$ cat config.mk
export PLATFORM = sky130hd
export DESIGN_NAME = pending_flag_drain
export DESIGN_NICKNAME = d
export VERILOG_FILES = /design/src/rtl/pending_flag_drain.sv
export SDC_FILE = /design/constraint.sdc
export NUM_CORES = 1
export LEC_CHECK = 0
export ABC_AREA = 1
export CAP_MARGIN = 5
export CORE_UTILIZATION = 52
export DETAILED_ROUTE_END_ITERATION = 12
export PLACE_DENSITY = 0.8
export SETUP_SLACK_MARGIN = 0.15
export SLEW_MARGIN = 20
export SYNTH_ARGS = -nofsm -noshare
export SYNTH_HDL_FRONTEND = slang
export SYNTH_SLANG_ARGS = --single-unit
export TNS_END_PERCENT = 100
$ cat constraint.sdc
create_clock -name clk -period 3.2 [get_ports clk]
set_clock_uncertainty 0.1 [all_clocks]
set_input_delay 0.48 -clock clk [delete_from_list [all_inputs] [get_ports clk]]
set_output_delay 0.48 -clock clk [all_outputs]
set_load 0.03 [all_outputs]
$ cat src/rtl/pending_flag_drain.sv
// Sticky pending-flag collector with round-robin, one-index-per-cycle drain
// over a valid/ready handshake. Per-bit state lives in pfd_flag_cell instances.

module pfd_flag_cell (
  input  logic clk,
  input  logic rst,
  input  logic i_set,
  input  logic i_clr,
  input  logic i_load,
  output logic o_pend,
  output logic o_lost
);
  logic r_pend;
  logic r_lost;

  // Set dominates both clear and load so a fresh event is never dropped.
  always_ff @(posedge clk or posedge rst) begin
    if (rst) begin
      r_pend <= 1'b0;
      r_lost <= 1'b0;
    end else begin
      r_pend <= (r_pend & ~i_clr & ~i_load) | i_set;
      if (i_set & r_pend & ~i_load) r_lost <= 1'b1;
      else if (i_clr)               r_lost <= 1'b0;
    end
  end

  assign o_pend = r_pend;
  assign o_lost = r_lost;
endmodule

module pending_flag_drain #(
  parameter int WIDTH = 8,
  parameter int IDX_W = 3
) (
  input  logic             clk,
  input  logic             rst,
  input  logic [WIDTH-1:0] set_in,
  input  logic             clr_we,
  input  logic [WIDTH-1:0] clr_mask,
  output logic             out_valid,
  output logic [IDX_W-1:0] out_idx,
  input  logic             out_ready,
  output logic [WIDTH-1:0] pend_o,
  output logic [WIDTH-1:0] lost_o,
  output logic             any_pend
);
  logic [WIDTH-1:0] w_pend;
  logic [WIDTH-1:0] w_lost;
  logic [WIDTH-1:0] w_clr;
  logic [WIDTH-1:0] w_load_bit;
  logic             w_free;
  logic             w_load;
  logic             w_found;
  logic [IDX_W-1:0] w_sel;
  logic [IDX_W-1:0] w_ptr_nxt;

  logic             r_valid;
  logic [IDX_W-1:0] r_idx;
  logic [IDX_W-1:0] r_ptr;

  assign w_clr = clr_we ? clr_mask : '0;

  for (genvar g = 0; g < WIDTH; g++) begin : g_cell
    pfd_flag_cell u_cell (
      .clk    (clk),
      .rst    (rst),
      .i_set  (set_in[g]),
      .i_clr  (w_clr[g]),
      .i_load (w_load_bit[g]),
      .o_pend (w_pend[g]),
      .o_lost (w_lost[g])
    );
  end

  // Round-robin search: first pending bit at ptr, ptr+1, ... wrapping at WIDTH.
  always_comb begin
    w_found = 1'b0;
    w_sel   = '0;
    for (int k = 0; k < WIDTH; k++) begin
      int               j;
      logic [IDX_W-1:0] j_idx;
      j = int'(r_ptr) + k;
      if (j >= WIDTH) j = j - WIDTH;
      j_idx = IDX_W'(j);
      if (!w_found && w_pend[j_idx]) begin
        w_found = 1'b1;
        w_sel   = j_idx;
      end
    end
  end

  assign w_free    = ~r_valid | out_ready;
  assign w_load    = w_free & w_found;
  assign w_ptr_nxt = (w_sel == IDX_W'(WIDTH - 1)) ? '0 : w_sel + IDX_W'(1);

  always_comb begin
    w_load_bit = '0;
    if (w_load) w_load_bit[w_sel] = 1'b1;
  end

  // Stage holds idx/valid/ptr while stalled; clears only when drained dry.
  always_ff @(posedge clk or posedge rst) begin
    if (rst) begin
      r_valid <= 1'b0;
      r_idx   <= '0;
      r_ptr   <= '0;
    end else if (w_load) begin
      r_valid <= 1'b1;
      r_idx   <= w_sel;
      r_ptr   <= w_ptr_nxt;
    end else if (w_free) begin
      r_valid <= 1'b0;
    end
  end

  assign out_valid = r_valid;
  assign out_idx   = r_idx;
  assign pend_o    = w_pend;
  assign lost_o    = w_lost;
  assign any_pend  = |w_pend;
endmodule

# After elaboration in Yosys (flattened, before gate mapping)

Index checks and enable logic that the tools add are counted.

$add $sub $neg: 16
Magnitude comparators: 18
Equality and inequality tests: 1
Multiplexer cells: 63
Bitwise logic cells: 59
Reduce and logical (&&, ||, !) cells: 25

Operators by type and width:

| operator                                                                            | number |
|---|---|
| 3-bit 2-to-1 mux                                                                    | 17 |
| 3-bit by 4-bit less-than comparator with 1-bit output, second input constant        | 9 |
| 1-bit 2-to-1 mux                                                                    | 35 |
| 1-bit bitwise AND                                                                   | 33 |
| 4-bit greater-or-equal comparator, second input constant                            | 7 |
| 1-bit binary-select mux with 3-bit select                                           | 8 |
| 3-bit by 1-bit subtractor with 3-bit output, second input constant                  | 8 |
| 2-bit nonzero test                                                                  | 9 |
| 1-bit inverter                                                                      | 17 |
| 3-bit by 3-bit adder with 4-bit output, second input constant                       | 4 |
| 8-bit 2-to-1 mux                                                                    | 2 |
| 1-bit bitwise OR                                                                    | 9 |
| 3-bit by 2-bit adder with 4-bit output, second input constant                       | 2 |
| 1-bit logical AND                                                                   | 8 |
| 8-bit OR reduction                                                                  | 1 |
| 1-bit zero test                                                                     | 7 |
| 3-bit by 1-bit adder with 4-bit output, second input constant                       | 1 |
| 3-bit by 4-bit greater-or-equal comparator with 1-bit output, second input constant | 1 |
| 3-bit by 1-bit adder with 3-bit output, second input constant                       | 1 |
| 1-bit demux with 3-bit select                                                       | 1 |
| 3-bit equality test, second input constant                                          | 1 |
| 3-bit by 1-bit greater-or-equal comparator with 1-bit output, second input constant | 1 |

Register bits: 23
Input bits: 20

# Longest topological paths before layout

Gate-level depths: netlist (run 1).

Depth after elaboration: 34
Mapped depth: 20

# Hierarchy

From an unflattened synthesis (run 1), not the netlist that was laid out.

Cells, all modules: 295
Area total of the unflattened synthesis: 1989.4 um^2

By module, submodules not included:

| module             | instances | cells each | area an instance (um^2) | seq. area each (um^2) |
|---|---|---|---|---|
| pending_flag_drain | 1         | 207        | 1298.7                  | 175.2 |
| pfd_flag_cell      | 8         | 11         | 86.3                    | 50.0 |

# Worst setup path after synthesis (run 1)

Ideal clock, no wire load.

Path type: reg2reg
Start: reg r_ptr[0]
End: reg r_ptr[2]
Arrival time: 2.550 ns
Required time: 2.978 ns
Slack: 0.428 ns
Cell stages (with the launch flop): 19
Buffers on the path: 2
Cells stage by stage: dfrtp_1 buf_6 inv_2 buf_6 ha_1 inv_2 nand3_1 nand3_1 nand2_4 nor2_8 nand4_4 nor2_4 nand3b_2 o21ai_4 inv_4 nand2_4 nor2_4 inv_2 nand3_2

Longest elaborated chain between the ends: 28

Ends and longest elaborated chain:

| element                                                                         | RTL line | RTL |
|---|---|---|
| start, declared                                                                 | 60       | `logic [IDX_W-1:0] r_ptr;` |
| start signal, assigned                                                          | 111      | `r_ptr <= w_ptr_nxt;` |
| branches (longest 28 deep; another with 3-bit by 1-bit adder with 4-bit output) | -        |  |

Several ways; the timed one is not identified. The select of a mux whose other input is x is not followed.
A chain may end at the register's enable or synchronous reset.

==> flow_summary.ini, run 1 <==
[floorplan]
die_h_um = 65.3
initial_core_util = 0.557
die_w_um = 65.3
row_count = 22
dieArea_mm2 = 0.00427
core_mm2 = 0.00374
io_pins = 41

[synthesis]
syn_nets = 312
synth_top_cell_by_area = dfrtp_1
yosysWarnings = 0
synth_seq_cells = 23
synthTopCellsByArea = dfrtp_1 (28%), nand2_1 (17%), nand3_1 (6.7%), buf_4 (6.1%), nand3_2 (5.8%)
syn_avg_cell_area_um2 = 7.19
ys_types = 36
synth_cells = 290
synth_top_area_share = 0.276
synth_area_mm2 = 0.00208
yosysSeqAreaShare = 0.276

[cells_and_area]
drive_above_1_share = 0.205
post-route-util = 0.657
final_nets = 340
area_growth_pct = 18.0
insertedDiodeCount = 0
final.fill_count = 341

[route]
ant_nets = 0
routed_wl_um = 4730
drc = 0
wl_per_cell_um = 12.9
firstDrtPassIters = 4
vias = 1831
drt_iter0_drc = 96
vias_per_cell = 5.02

[clock_tree]
cts_buffers = 3
path_clk_slew_ps = 90
cts_setup_buffers = 0
cts_hold_buf = 0
clock_sinks = 23
cts_buffer_depth = 2
cts-root-buf = clkbuf_8
cts_tree = done
h-tree-depth = 1
clk-insertion-delay-late_ps = 270

[sta]
maxSlewHeadroom = 0.431
grt_setup_unrepaired = no
fin_crit_ps = 2850
setup_tns_ps = 0
setup_viol = 0
fmax_ghz = 0.350
worstMarginPinSlew_ps = 853
period_share = 0.892
maxSlewViolCount = 0
finalHoldViolations = 0

[worst_setup_path]
crit_fanout = 10
path_class = reg2out
endpoint_kind = output port
start_kind = flip-flop
cp.arrival_ps = 2270
r2r_setup_slack_ps = 460
required_ps = 2620

[global_route]
grt_pass1_wl_um = 7910
antenna_found_initial = 0
grt_pass1_vias = 1727
grt_max_degree = 24
grt_usage = 0.243
grt.overflow.total = 0

[job]
maxCapViolCount = 0

[placed_design]
place_congestion = 0.969
port_buffers = 40
dp_hpwl_um = 3920

[min_path]
hold_class = reg2reg

[status]
status = finished clean
path summary, 6_finish.rpt:
path,startpoint,end,depth (start not counted)
max,r_ptr[0]$_DFFE_PP0P_,any_pend,9
min,g_cell[0].u_cell.o_lost$_DFFE_PP0P_,g_cell[0].u_cell.o_lost$_DFFE_PP0P_,2
max reg2reg,r_ptr[0]$_DFFE_PP0P_,g_cell[3].u_cell.o_pend$_DFF_PP0_,16
min reg2reg,g_cell[0].u_cell.o_lost$_DFFE_PP0P_,g_cell[0].u_cell.o_lost$_DFFE_PP0P_,2
max in group asynchronous,rst,g_cell[6].u_cell.o_pend$_DFF_PP0_,2
min in group asynchronous,rst,g_cell[5].u_cell.o_pend$_DFF_PP0_,2
worst max-delay path, cell delays in order (launching register included):
cell,delay (ps)
dfrtp_1,390
buf_4,170
ha_1,250
xnor2_2,280
nor2_1,100
a31oi_2,220
inv_2,70
nor2_4,170
nand3b_2,130
clkbuf_2,210
synthesized netlist by cell type:
library cell  count
nand2_1          95
nand3_1          28
inv_1            25
dfrtp_1          23
buf_4            17
nor2_1           16
nand3_2          12
nand2_2          10
nand2_4           8
inv_2             7
nand4_1           5
nor2_4            5
o21bai_1          5
and2_1            4
buf_6             2
ha_1              2
nor2_2            2
o21ai_0           2
o21ai_1           2
o21ai_2           2
o21bai_2          2
xor2_1            2
a21boi_0          1
a21oi_1           1
a31oi_2           1
buf_2             1
clkbuf_1          1
clkinv_1          1
inv_4             1
nand3b_2          1
nand4_4           1
nor2_8            1
o21ai_4           1
o22ai_1           1
xnor2_1           1
xnor2_2           1
cells by family (layout without fill, tap and decap cells):
family | after synthesis | after routing | synth area share
flops | 23 | 23 | 0.276
xor+xnor | 4 | 4 | 0.0204
compound gates | 18 | 18 | 0.0696
simple gates | 188 | 188 | 0.483
buf+inv | 55 | 82 | 0.139
fa+ha+maj | 2 | 2 | 0.0120
flip-flops by register name, indices dropped and copies added, names as in the netlist:
name,cells
out_idx,3
r_ptr,3
g_cell.u_cell.o_lost,8
out_valid,1
g_cell.u_cell.o_pend,8
cell type report:
type | instances | area (µm²) | share of cell area
clock buffers | 3 | 41.3 | 0.0168
clock inverters | 1 | 5.00 | 0.00203
inverters | 34 | 130 | 0.0529
multi-input cells | 212 | 1220 | 0.497
flip-flops and latches | 23 | 576 | 0.234
well taps | 48 | 60.1 | 0.0244
repair buffers | 44 | 425 | 0.173
per-layer routing:
metal | vias to the layer above | global-route usage | wire length [µm]
li1 | 955 | - | -
met1 | 837 | 0.323 | 2180
met2 | 33 | 0.424 | 2330
met3 | 6 | 0.0226 | 168
met4 | 0 | 0.0571 | 47
met5 | - | 0 | 0
layout by cell type (no fill, tap or decap), drive strengths merged:
cell type and n:
nor2 24, xor2 2, nand3 40, a21boi 1
a21oi 1, o21bai 7, ha 2, nand3b 1
nand2 113, clkbuf 4, buf 4, xnor2 2
o22ai 1, a31oi 1, o21ai 7, inv 33
clkdlybuf4s50 39, clkinv 2, nand4 6, and2 4
dfrtp 23
what timing repair did:
action                                  CTS  global route
gates resized for setup                   2             2
endpoints found under the setup margin    1             1
pin swaps                                 0             0
metrics by stage:
step,cell area (µm²),instances,hold slack (ps),setup slack [ps]
final,2460,365,387,345
after CTS,2460,365,391,192
after detailed placement,2420,361,369,211
after global placement,2420,361,362,246
after floorplan,2080,290,350,428
after global routing,2460,365,409,234
Power of run 1 is not shown: default switching activity piles up to over one toggle a cycle in this logic, so the estimate is an artifact.
==> run 2: changes to the inputs <==
--- a/config.mk
+++ b/config.mk
@@ -9,6 +9,7 @@
 export CAP_MARGIN = 5
 export CORE_UTILIZATION = 52
 export DETAILED_ROUTE_END_ITERATION = 12
+export GPL_ROUTABILITY_DRIVEN = 0
 export PLACE_DENSITY = 0.8
 export SETUP_SLACK_MARGIN = 0.15
 export SLEW_MARGIN = 20
==> run 2 against run 1 <==
Critical path depth rose by 2. Count of clock-buffer cells in the layout rose by 1. Sequential share of layout area barely moved. First-iteration DRC count did not move. Cell count did not move. Fmax rose by 0.14%. Flip-flop and latch count did not move. Critical path type unchanged. Critical endpoint unchanged.
==> flow_summary.ini, run 2 (same netlist as run 1, synthesis figures left out) <==
[global_route]
grt.overflow.total = 0
grt_usage = 0.244
grt_pass1_vias = 1794
antenna_found_initial = 0
grt_pass1_wl_um = 7980
grt_max_degree = 24

[worst_setup_path]
cp.arrival_ps = 2270
endpoint_kind = output port
critical_path.top_delay_family = simple AND/OR/NAND/NOR gates
path_class = reg2out
r2r_end = g_cell[5].u_cell.o_lost$_DFFE_PP0P_
r2r_setup_slack_ps = 510
crit_fanout = 7
crit_chain = inv_2 > ha_2 > inv_2 > nand3_1 > nand3_1 > nand2_4 > nor2_8 > nand4_4 > nor2_4 > nand3b_2 > buf_2
required_ps = 2620
crit_path_top_delay_cell = dfrtp_1
rr_worst_depth = 16
start_kind = flip-flop
critPathBufInv = 3
crit_path_max_incr_delay_ps = 400
path_depth = 11
r2r_start = r_ptr[0]$_DFFE_PP0P_

[clock_tree]
cts_buffer_depth = 2
path_clk_slew_ps = 80
cts_setup_buffers = 0
cts-root-buf = clkbuf_8
h-tree-depth = 1
cts_buffers = 3
cts_tree = done
clock_sinks = 23
clk-insertion-delay-late_ps = 270

[sta]
maxSlewHeadroom = 0.432
fmax_ghz = 0.351
fin_crit_ps = 2850
setup_viol = 0
whs_ps = 385
setup_tns_ps = 0
maxSlewViolCount = 0
finalHoldViolations = 0
grt_setup_unrepaired = no
layout_setup_ws_ps = 349
period_share = 0.891
worstMarginPinSlew_ps = 851

[placed_design]
dp_slack_ps = 192
port_buffers = 40
dp_hpwl_um = 3740

[floorplan]
dieArea_mm2 = 0.00427
die_h_um = 65.3
core_mm2 = 0.00374
io_pins = 41
row_count = 22
die_w_um = 65.3
initial_core_util = 0.557

[status]
status = finished clean

[route]
wl_per_cell_um = 12.7
vias_per_cell = 5.13
firstDrtPassIters = 4
drt_iter0_drc = 96
ant_nets = 0
drc = 0
routed_wl_um = 4640
vias = 1872

[min_path]
hold_start = g_cell[5].u_cell.o_lost$_DFFE_PP0P_
holdPathStages = 2
hold_class = reg2reg
worstHoldEndpoint = g_cell[5].u_cell.o_lost$_DFFE_PP0P_

[cells_and_area]
final_nets = 340
most-common-layout-cells = nand2_1 (95), clkdlybuf4s50_1 (39), nand3_1 (28)
final_common_cell = nand2_1
area_growth_pct = 17.9
insertedDiodeCount = 0
drive_above_1_share = 0.202
final.fill_count = 345

[job]
maxCapViolCount = 0
-- run 2: worst reg2reg max path, delay by kind of cell, from the launching register on --
kind | cells | cell delay [ps]
flops | 1 | 400
buf+inv | 1 | 180
compound gates | 1 | 150
xor+xnor | 1 | 250
fa+ha+maj | 1 | 250
simple gates | 12 | 1230
-- run 2: layer usage --
layer  wire (µm)  GRT usage
met5           0          0
met4         143      0.111
met3         158     0.0174
met2        2320      0.429
met1        2010      0.303
-- run 2: cell type report --
cell class                      instances  area (µm²)  area share
Tap cell                               48        60.1      0.0244
Timing Repair Buffer                   44         425       0.173
Inverter                               34         130      0.0529
Sequential cell                        23         576       0.234
Clock buffer                            4        45.0      0.0183
Multi-Input combinational cell        212        1220       0.497
-- run 2: what timing repair did --
item                       4_1_cts  5_1_grt
hold buffers                     0        0
resized for setup                3        3
setup endpoints to repair        1        1
pin swaps                        0        1
-- run 2: through the flow --
step                      cell area (µm²)   util  instances
after global routing                 2460  0.657        365
after floorplan                      2080      -        290
after global placement               2420  0.645        361
after detailed placement             2420  0.645        361
after CTS                            2460  0.658        365
final                                2460  0.657        365
-- run 2: worst max path at each step --
stage,start,end,slack [ps]
2_1_floorplan,r_ptr[0]$_DFFE_PP0P_,r_ptr[2]$_DFFE_PP0P_,430
3_3_place_gp,r_ptr[0]$_DFFE_PP0P_,any_pend,250
3_5_place_dp,r_ptr[0]$_DFFE_PP0P_,any_pend,190
4_1_cts,r_ptr[0]$_DFFE_PP0P_,any_pend,180
5_1_grt,r_ptr[0]$_DFFE_PP0P_,any_pend,220
6_report,r_ptr[0]$_DFFE_PP0P_,any_pend,350
Power of run 2 is left out for the same reason.
==> RTL edit 1: new RTL, config.mk and constraints of run 1 <==
Set the parameter `WIDTH` to 9 (it was 8).
--- a/src/rtl/pending_flag_drain.sv
+++ b/src/rtl/pending_flag_drain.sv
@@ -31,5 +31,5 @@
 
 module pending_flag_drain #(
-  parameter int WIDTH = 8,
+  parameter int WIDTH = 9,
   parameter int IDX_W = 3
 ) (
Ports: changed (resized clr_mask, lost_o, pend_o and set_in); port bits go from 41 to 45. No check against the original RTL was run, so the function may have changed too.
==> RTL edit 1 against run 1 <==
The flow now finishes with violations (negative setup slack); via count is 100% higher; register-to-register slack worse by 500 ps; wire length is 110% higher; count of clock-buffer cells in the layout is 1 higher; worst hold slack better by 2.8 ps; global-route usage is 6.9 points higher; setup slack worse by 380 ps; synthesized cell count is 77% higher; area after synthesis is 53% higher; cell area is 81% higher; sequential cell count is 2 higher; highest routed layer unchanged.
Power is not shown: default switching activity piles up to over one toggle a cycle in this logic, so the estimate is an artifact.
==> RTL edit 1: results (changes against run 1) <==
Ys Warns=0 (unchanged); sequential share of the synthesized area=0.196 (was 0.276); slowest stage cell, crit path=dfrtp_2 (was dfrtp_1); min-delay src=g_cell[1].u_cell.o_lost$_DFFE_PP0P_ (was g_cell[0].u_cell.o_lost$_DFFE_PP0P_); ratio of cells with drive above 1 in the final layout=0.304 (was 0.205); Worst EP arrival=3320 ps (was 2270 ps); worst rel slew slack=0.377 (was 0.431); wire length per cell=14.5 um (was 12.9 um); Hold Path Sink=g_cell[1].u_cell.o_lost$_DFFE_PP0P_ (was g_cell[0].u_cell.o_lost$_DFFE_PP0P_); gr usage total=0.312 (was 0.243); Synth area leaders=dfrtp_1 20%, nand2_1 19%, nand3_1 8.6% (was dfrtp_1 28%, nand2_1 17%, nand3_1 6.7%); Ant. Diodes=0 (unchanged); hold slack=390 ps (was 387 ps); final setup fails=10 (was 0); Synth cell types=42 (was 36); Hold WC Path Type=reg -> reg (unchanged); drt initial violations=299 (was 96); DRT Pass-1 Iters=5 (was 4); DP Area=4110 um2 (was 2420 um2); setup slack after layout=-39.6 ps (was 345 ps); vias in the first global route=3454 (was 1727); Worst path max stage delay=450 ps (was 390 ps); violated checks=negative setup slack; cells on worst reg2reg path=20 (was 16); Worst Setup Slack post-DPL=-197 ps (was 211 ps); gpl congestion=0.992 (was 0.969); critical path fanouts, max=5 (was 10); CP Class=reg -> reg (was reg -> out); CTS H-tree lvls=1 (unchanged); Post-Syn Nets=550 (was 312); status=finished with violations (was finished, final reports clean); Post-DP HPWL=7600 um (was 3920 um); largest area contributor in the netlist=dfrtp_1 (unchanged); Worst Setup SP=r_ptr[1]$_DFFE_PP0P_ (was r_ptr[0]$_DFFE_PP0P_); fin nets=640 (was 340); hold path cells=2 (unchanged); largest net degree at the start of global routing=26 (was 24); clk_lat worst skew=280 ps; PortBufs=44 (was 40); Via density=5.47 (was 5.02); crit-path leading delay family=simple AND/OR/NAND/NOR gates (was buffers and inverters); initial antenna violation count=0 (unchanged); worst r2r dst=g_cell[4].u_cell.o_lost$_DFFE_PP0P_ (was g_cell[3].u_cell.o_pend$_DFF_PP0_); Inserted Clock Buffers=3 (unchanged); fraction of registers with async set/reset=1.00 (unchanged); clock transition at the registers of the reported paths=100 ps; Max clock buf depth=2 (unchanged); first-pass GRT wire length=15700 um (was 7910 um); top post-synthesis cells by count=163 x nand2_1, 58 x inv_1, 55 x nand3_1 (was 95 x nand2_1, 28 x nand3_1, 25 x inv_1)
[RTL edit 1: cell count changes after synthesis, sizes merged, moves of 5 or more]
| cell | change |
|---|---|
| o21ai | +30 |
| o21bai | -5 |
| nand4 | +5 |
| o211ai | +10 |
| a21oi | +18 |
| ha | +13 |
| nor2 | +13 |
| inv | +35 |
| nand2 | +70 |
| nand3 | +21 |
[RTL edit 1: logic make-up after synthesis]
family	Yosys count	share of synthesized area
and+or+nand+nor	299	0.443
buffers and inverters	97	0.145
AOI/OAI and AO/OA	70	0.131
DFF	25	0.196
adders and majority gates	16	0.0650
xor gates and xnor gates	5	0.0196
[RTL edit 1: metrics by stage]
stage               setup TNS, ps  cells
floorplan                       0    512
global placement             -221    661
detailed placement          -1980    661
CTS                             0    672
global route                -4020    676
finish                       -244    676
[RTL edit 1: metal layers]
metal	global-route usage	vias to the layer above	routed length, um	share of wire
li1	-	1816	-	-
met1	0.389	1698	3950	0.40
met2	0.550	158	4980	0.51
met3	0.0455	27	687	0.070
met4	0.0964	0	182	0.019
met5	0	-	0	0
[RTL edit 1: area by class of cell]
| class | count | area (um2) |
|---|---|---|
| multi-input cells | 390 | 2400 |
| fillers | 425 | 1460 |
| repair buffers | 111 | 1000 |
| flip-flops and latches | 25 | 629 |
| inverters | 71 | 292 |
| well taps | 75 | 93.8 |
| clock buffers | 4 | 45.0 |
[RTL edit 1: worst min-delay path: cells and delay by family (launching register included)]
kind,cells,cell delay [ps]
flip-flops,1,360
AND/OR/NAND/NOR,2,100
[RTL edit 1: repair_timing]
action                     CTS  global route
pin swaps                   19            23
setup endpoints to repair   22            22
resized for setup           26            34
setup buffers                7             4
==> RTL edit 2: new RTL, settings of run 1 <==
Without the edit above. Make the reset (`rst`) synchronous in 2 clocked blocks.
--- a/src/rtl/pending_flag_drain.sv
+++ b/src/rtl/pending_flag_drain.sv
@@ -15,5 +15,5 @@
 
   // Set dominates both clear and load so a fresh event is never dropped.
-  always_ff @(posedge clk or posedge rst) begin
+  always_ff @(posedge clk) begin
     if (rst) begin
       r_pend <= 1'b0;
@@ -101,5 +101,5 @@
 
   // Stage holds idx/valid/ptr while stalled; clears only when drained dry.
-  always_ff @(posedge clk or posedge rst) begin
+  always_ff @(posedge clk) begin
     if (rst) begin
       r_valid <= 1'b0;
Behaviour: differs if rst is asserted again (counterexample within 4 cycles, from zero or initial values and one cycle with rst high); with rst held inactive, the same outputs for 10 cycles.
==> RTL edit 2 against run 1 <==
Core utilization shrank 0.41 points; setup slack better by 16 ps; first-iteration DRC count down 41%; count of clock-buffer cells in the layout increased by 1; cell area decreased by 2.1%; register-to-register slack worse by 40 ps; area after synthesis fell by 2.8%; critical path depth increased by 2; sequential cell count did not move; wire length decreased by 8.3%; critical path type unchanged.
==> RTL edit 2: results (changes against run 1) <==
Via density=4.99 (was 5.02); Inserted Clock Buffers=3 (unchanged); Root Driver=clkbuf_8 (unchanged); Worst Tran Pin Value=580 ps (was 853 ps); crit-path leading delay family=simple AND/OR/NAND/NOR gates (was buffers and inverters); gpl congestion=0.934 (was 0.969); wire length per cell=11.5 um (was 12.9 um); reg-to-reg startpoint=r_ptr[1]$_SDFFE_PP0P_ (was r_ptr[0]$_DFFE_PP0P_); Hold Path Sink=g_cell[0].u_cell.o_lost$_SDFFE_PP0P_ (was g_cell[0].u_cell.o_lost$_DFFE_PP0P_); Synth area leaders=dfxtp_1 23%, nand2_1 17%, nand3_1 7.4% (was dfrtp_1 28%, nand2_1 17%, nand3_1 6.7%); Setup crit start kind=flip-flop (unchanged); DP Area=2360 um2 (was 2420 um2); Synth cell types=34 (was 36); placed instance count=370 (was 361); largest net degree at the start of global routing=13 (was 24); first-pass GRT wire length=7450 um (was 7910 um); status=finished, final reports clean (unchanged); Hold WC Path Type=reg -> reg (unchanged); worst r2r dst=g_cell[4].u_cell.o_pend$_SDFF_PP0_ (was g_cell[3].u_cell.o_pend$_DFF_PP0_); GRT met1 Usage=0.279 (was 0.323); complex-gate fraction of the synthesized area=0.0741 (was 0.0696); Post-Syn Nets=321 (was 312); vias in the first global route=1753 (was 1727); min-delay src=g_cell[0].u_cell.o_lost$_SDFFE_PP0P_ (was g_cell[0].u_cell.o_lost$_DFFE_PP0P_); drt initial violations=57 (was 96); critical path fanouts, max=7 (was 10); gr usage total=0.225 (was 0.243); Synth Area in Adders=0.0123 (was 0.0120); CTS H-tree lvls=1 (unchanged); top post-synthesis cells by count=90 x nand2_1, 30 x nand3_1, 29 x inv_1 (was 95 x nand2_1, 28 x nand3_1, 25 x inv_1); met2 GRT Util=0.399 (was 0.424); WL met1=2030 um (was 2180 um); Synth Area in XOR/XNOR=0.0321 (was 0.0204); syn avg cell area=6.78 um2 (was 7.19 um2); WL met3=115 um (was 168 um); fin nets=350 (was 340); ratio of cells with drive above 1 in the final layout=0.196 (was 0.205); DR WL met2=2060 um (was 2330 um); Worst path max stage delay=350 ps (was 390 ps); slowest stage cell, crit path=dfxtp_1 (was dfrtp_1); fraction of registers with async set/reset=0 (was 1.00); sequential share of the synthesized area=0.227 (was 0.276); DRT Wirelength=4330 um (was 4730 um); cells on worst reg2reg path=17 (was 16); grt met3 use=0.0123 (was 0.0226); commonest register cell after synthesis=dfxtp_1 (was dfrtp_1); Psw=1.56 mW; Post-DP HPWL=3510 um (was 3920 um); r2r setup slk=420 ps (was 460 ps)
==> RTL edit 2: through the flow <==
stage | hold WS, ps | setup WS, ps
6_report | 374 | 361
5_1_grt | 395 | 223
4_1_cts | 374 | 186
3_5_place_dp | 361 | 168
3_3_place_gp | 354 | 227
2_1_floorplan | 344 | 540
==> RTL edit 2: timing repair <==
action / in CTS / in global routing
hold endpoints to repair: 0 / 0
gates resized for setup: 3 / 4
pin swaps: 0 / 1
setup buffers: 0 / 1
endpoints found under the setup margin: 1 / 1
==> RTL edit 2: area by class of cell <==
class                      instances  area [um2]
fill                             356        1280
multi-input combinational        213        1240
sequential                        23         460
timing repair buffer              47         448
inverter                          40         156
tap                               48        60.1
clock buffer                       4        45.0
==> RTL edit 2: power groups by stage <==
stage          Clock (mW)  Combinational, mW  Sequential, mW
2_1_floorplan           0               1.72           0.412
3_3_place_gp            0               2.06           0.407
3_5_place_dp            0               2.10           0.408
4_1_cts             0.180               2.11           0.402
5_1_grt             0.193               2.32           0.412
6_report            0.183               2.12           0.404
